===== src/rtl/instruction_fetch_unit_if.sv =====
// Decoder-side instruction handshake.
// master: the fetch unit; drives opcode/operand/instr_valid, samples instr_ready.
// slave : the decoder; samples the instruction, drives instr_ready.
//   opcode      - latched opcode word
//   operand     - latched operand word (0 for one-word instructions)
//   instr_valid - opcode/operand hold a complete instruction
//   instr_ready - decoder accepts the instruction this cycle
interface instruction_fetch_unit_if #(
    parameter int DATA_WIDTH = 16
);
    logic [DATA_WIDTH-1:0] opcode;
    logic [DATA_WIDTH-1:0] operand;
    logic                  instr_valid;
    logic                  instr_ready;

    modport master (
        output opcode,
        output operand,
        output instr_valid,
        input  instr_ready
    );

    modport slave (
        input  opcode,
        input  operand,
        input  instr_valid,
        output instr_ready
    );
endinterface


===== src/rtl/instruction_fetch_unit.sv =====
// Instruction fetch unit: owns the program counter and walks each instruction
// through FETCH -> DECODE -> OPERAND -> ISSUE. It reads the opcode word at PC
// and always peeks at PC+1, then keeps that second word only when the opcode MSB
// marks a two-word instruction. Jumps from execute redirect the PC from any
// state. Halt only holds the unit in FETCH.
// Ports:
//   clk, rst_n              - clock, asynchronous active-low reset
//   p_ram_rdata             - program RAM read data (one cycle after the address)
//   program_counter_address - current PC, to the memory controller
//   fetch_control           - controller microcode: 0 = read at PC, 5 = PEEK at PC+1
//   decoder                 - opcode/operand/valid/ready handshake to the decoder
//   jump_valid/jump_address - redirect request and its target
//   halt                    - blocks the start of a new fetch
module instruction_fetch_unit #(
    parameter int                     ADDRESS_WIDTH = 16,
    parameter int                     DATA_WIDTH    = 16,
    parameter logic [ADDRESS_WIDTH-1:0] RESET_VECTOR = '0
) (
    input  logic                     clk,
    input  logic                     rst_n,
    input  logic [DATA_WIDTH-1:0]    p_ram_rdata,
    output logic [ADDRESS_WIDTH-1:0] program_counter_address,
    output logic [2:0]               fetch_control,
    instruction_fetch_unit_if.master decoder,
    input  logic                     jump_valid,
    input  logic [ADDRESS_WIDTH-1:0] jump_address,
    input  logic                     halt
);

    localparam logic [1:0] FETCH   = 2'd0;
    localparam logic [1:0] DECODE  = 2'd1;
    localparam logic [1:0] OPERAND = 2'd2;
    localparam logic [1:0] ISSUE   = 2'd3;

    localparam logic [2:0] CTRL_DEFAULT = 3'd0;
    localparam logic [2:0] CTRL_PEEK    = 3'd5;

    logic [1:0]               state;
    logic [ADDRESS_WIDTH-1:0] pc;
    logic                     two_word;
    logic [DATA_WIDTH-1:0]    opcode_q;
    logic [DATA_WIDTH-1:0]    operand_q;

    always_ff @(posedge clk or negedge rst_n) begin
        if (!rst_n) begin
            state     <= FETCH;
            pc        <= RESET_VECTOR;
            two_word  <= 1'b0;
            opcode_q  <= '0;
            operand_q <= '0;
        end else if (jump_valid) begin
            // A redirect wins over everything, including an accept in ISSUE;
            // whatever was in flight is simply abandoned.
            pc    <= jump_address;
            state <= FETCH;
        end else begin
            case (state)
                FETCH: begin
                    if (!halt) begin
                        state <= DECODE;
                    end
                end
                DECODE: begin
                    opcode_q <= p_ram_rdata;
                    two_word <= p_ram_rdata[DATA_WIDTH-1];
                    state    <= OPERAND;
                end
                OPERAND: begin
                    // The PEEK read always happens; only two-word opcodes keep it.
                    operand_q <= two_word ? p_ram_rdata : '0;
                    state     <= ISSUE;
                end
                ISSUE: begin
                    if (decoder.instr_ready) begin
                        pc    <= pc + (two_word ? ADDRESS_WIDTH'(2) : ADDRESS_WIDTH'(1));
                        state <= FETCH;
                    end
                end
                default: state <= FETCH;
            endcase
        end
    end

    // Moore outputs: decoded from state only.
    always_comb begin
        fetch_control = CTRL_DEFAULT;
        if (state == DECODE) begin
            fetch_control = CTRL_PEEK;
        end
    end

    assign program_counter_address = pc;
    assign decoder.opcode          = opcode_q;
    assign decoder.operand         = operand_q;
    assign decoder.instr_valid     = (state == ISSUE);

endmodule


===== src/flat_wrapper.sv =====
// flat-port wrapper written by rule: the top's interface ports become plain ports
module instruction_fetch_unit_flat 
#(
    parameter int                     ADDRESS_WIDTH = 16,
    parameter int                     DATA_WIDTH    = 16,
    parameter logic [ADDRESS_WIDTH-1:0] RESET_VECTOR = '0
)
  (clk, rst_n, p_ram_rdata, program_counter_address, fetch_control, jump_valid, jump_address, halt, decoder_opcode, decoder_operand, decoder_instr_valid, decoder_instr_ready);
  instruction_fetch_unit_if #(.DATA_WIDTH(DATA_WIDTH)) decoder_i ();
  input  logic clk;
  input  logic rst_n;
  input  logic [DATA_WIDTH-1:0] p_ram_rdata;
  output logic [ADDRESS_WIDTH-1:0] program_counter_address;
  output logic [2:0] fetch_control;
  input  logic jump_valid;
  input  logic [ADDRESS_WIDTH-1:0] jump_address;
  input  logic halt;
  output wire logic [$bits(decoder_i.opcode)-1:0] decoder_opcode;
  output wire logic [$bits(decoder_i.operand)-1:0] decoder_operand;
  output wire logic [$bits(decoder_i.instr_valid)-1:0] decoder_instr_valid;
  input wire logic [$bits(decoder_i.instr_ready)-1:0] decoder_instr_ready;
  assign decoder_opcode = decoder_i.opcode;
  assign decoder_operand = decoder_i.operand;
  assign decoder_instr_valid = decoder_i.instr_valid;
  assign decoder_i.instr_ready = decoder_instr_ready;
  instruction_fetch_unit #(.ADDRESS_WIDTH(ADDRESS_WIDTH), .DATA_WIDTH(DATA_WIDTH), .RESET_VECTOR(RESET_VECTOR)) u_core (.clk(clk), .rst_n(rst_n), .p_ram_rdata(p_ram_rdata), .program_counter_address(program_counter_address), .fetch_control(fetch_control), .decoder(decoder_i), .jump_valid(jump_valid), .jump_address(jump_address), .halt(halt));
endmodule

===== config.mk =====
export PLATFORM = sky130hd
export DESIGN_NAME = instruction_fetch_unit_flat
export DESIGN_NICKNAME = d
export VERILOG_FILES = /design/src/rtl/instruction_fetch_unit_if.sv /design/src/rtl/instruction_fetch_unit.sv /design/src/flat_wrapper.sv
export SDC_FILE = /design/constraint.sdc
export NUM_CORES = 1
export LEC_CHECK = 0
export CAP_MARGIN = 0
export CORE_MARGIN = 8
export CORE_UTILIZATION = 34
export CTS_CLUSTER_DIAMETER = 150
export DETAILED_ROUTE_END_ITERATION = 12
export SYNTH_ARGS = -nofsm -noshare
export SYNTH_HDL_FRONTEND = slang
export SYNTH_SLANG_ARGS = --single-unit

===== constraint.sdc =====
create_clock -name clk -period 7.2 [get_ports clk]
set_clock_uncertainty 0.15 [all_clocks]
set_input_delay 1.8 -clock clk [delete_from_list [all_inputs] [get_ports clk]]
set_output_delay 1.8 -clock clk [all_outputs]
set_load 0.01 [all_outputs]

==> results.cfg <==
[status]
status = complete, no violations

[logic_synthesis]
synth_common_cells = 50 x dfrtp_1, 47 x nand2_1, 25 x o21ai_0, 17 x mux2_2, 10 x clkbuf_1
async_flop_share = 1.00
syn_area_um2 = 2390
yosysMostFrequentCell = dfrtp_1
ys_warn_count = 0
syn_nets = 274
ys_ff_latch = 50
postSynthAreaPerCell_um2 = 10.5
synth-seq-area-share = 0.523
postSynthCellCount = 229
synth.distinct_cells = 33
synth_edf_count = 0
yosys.area.top_type = dfrtp_1
synth_area_leaders = dfrtp_1 52%, mux2_2 8.0%, nand2_1 7.4%, o21ai_0 5.2%, ha_1 3.7%
yosysTopAreaCellShare = 0.523
synth_flop_cell = dfrtp_1

[power_and_ir_drop]
leakage_nw = 1.42
finalPower_mw = 1.11
peakVddDrop_mv = 0.158
power_density_nw_per_um2 = 323

[place]
hpwl_mm = 4.41
post-place-ws_ps = 3210
io_buffer_count = 87
gp_congestion = 0.752
placed_area_um2 = 3330
dp_cells = 400

[cts]
hold_buffers = 0
post_cts_buffers = 0
cts.sinks = 50
cts_tree = done
insertion_delay_ps = 300
cts-root-buf = clkbuf_8
cts_max_path_buffers = 2
numCtsBuffers = 5
cts-resized-gates = 0
clk_pin_slew_ps = 90
htree_levels = 2

[sta]
drv_slew = 0
slew_headroom = 0.316
rsz0062_at_grt = false
finalSetupTns_ps = 0
setup_ws_ps = 3500
period_share = 0.514
fmax_mhz = 270
post-route-min-period_ps = 3700
setup_viol = 0
worstMarginPinSlew_ps = 1030
hold_slack_ps = 334
hold_violations = 0

[global_route]
grt_max_degree = 51
grt_usage = 0.122
antenna_found_initial = 0
grt_pass1_wl_mm = 9.81
grt_overflow = 0
grt_pass1_vias = 1903

[critical_path]
cp.depth = 1
worstPathArrival_ps = 1750
crit_type = register to primary output
worst-path-buf-inv = 1
cp-start-kind = register
reg2reg_depth = 8
cp_max_fo = 20
regToRegStartpoint = u_core.decoder.opcode[15]
r2r_slack_ps = 4550
cp.required_ps = 5250
critPathTopFamily = flip-flops
cp_slowest_cell = dfrtp_1
regToRegEndpoint = u_core.program_counter_address[14]
cpPeakStageDelay_ps = 790
crit_chain = clkdlybuf4s50_1
worstSetupEndpointType = primary output
startpoint = u_core.decoder.opcode[15]

[layout]
syn_to_final_growth_pct = 43.1
instances_no_fill = 408
n_antenna_cell = 0
stdcell_area_um2 = 3420
utilization = 0.504
drive_gt1_frac = 0.0962
fill_cells = 668
fin_nets = 356

[drt]
vias = 1892
vias_per_cell = 4.64
drc = 0
wirelength_mm = 6.03
drtIter0Drc = 55
dr.pass1.iters = 5
antenna_left = 0
avgRoutedWirePerCell_um = 14.8

[floorplan]
coreArea_um2 = 6790
core.rowCount = 30
die_h_um = 99.9
start_util = 0.352
die-area_um2 = 9980
die_w_um = 99.9
ioPinCount = 89

[worst_hold_path]
min_path_type = register to register
holdPathStages = 2
whs_endpoint = u_core.decoder.operand[9]
min_from = u_core.decoder.operand[9]

[flow_run]
drv_cap = 0
-- flip-flops by register name, indices dropped and copies added, names as in the netlist --
name,cells
u_core.decoder.opcode,16
u_core.program_counter_address,16
u_core.decoder.operand,16
u_core.state,2
-- kinds of logic after synthesis --
logic type,count (synthesis),share of synthesized area
mux,21,0.0967
simple gates,85,0.181
fa+ha+maj,8,0.0450
compound gates,35,0.0836
other cells,1,0.00157
buf+inv,20,0.0366
xor+xnor,9,0.0329
flops,50,0.523
-- cell type report --
class,count,area [um^2],area share
sequential,50,1250,0.365
tap,96,120,0.0351
clock inverter,2,12.5,0.00365
inverter,6,22.5,0.00658
clock buffer,6,82.6,0.0241
multi-input combinational,159,1050,0.308
timing repair buffer,89,881,0.257
-- report_power, final --
group | leakage (nW) | total [mW] | switching [mW] | internal (mW)
clock network | 0.0472 | 0.173 | 0.0951 | 0.0774
registers | 0.619 | 0.453 | 0.0751 | 0.378
logic | 0.748 | 0.479 | 0.201 | 0.278
-- per-layer routing --
metal / routed length [um] / up-vias / share of wire / global-route usage
met1: 2620 / 890 / 0.43 / 0.155
met2: 2930 / 53 / 0.49 / 0.195
met3: 440 / 2 / 0.073 / 0.0374
met5: 0 / - / 0 / 0
met4: 37 / 0 / 0.0061 / 0.0349
li1: - / 947 / - / -
-- cells in the final DEF, fill, tap and decap left out, types with 5 or more instances in the layout --
| master | instances |
|---|---|
| o21ai_0 | 25 |
| xnor2_1 | 5 |
| nor2_1 | 7 |
| nand2_1 | 47 |
| mux2_2 | 17 |
| clkdlybuf4s50_1 | 86 |
| dfrtp_1 | 50 |
| clkbuf_8 | 6 |
| ha_1 | 7 |
| nand4_1 | 5 |
| inv_1 | 6 |
-- how the worst max path moves through the flow --
| stage | end | slack, ps |
|---|---|---|
| 2_1_floorplan | u_core.decoder.opcode[10] | 4210 |
| 3_3_place_gp | u_core.decoder.opcode[5] | 3230 |
| 3_5_place_dp | u_core.decoder.opcode[3] | 3210 |
| 4_1_cts | decoder_opcode[15] | 3450 |
| 5_1_grt | u_core.decoder.operand[5] | 3260 |
| 6_report | decoder_opcode[15] | 3500 |
Power figures use the tool's default switching activity.
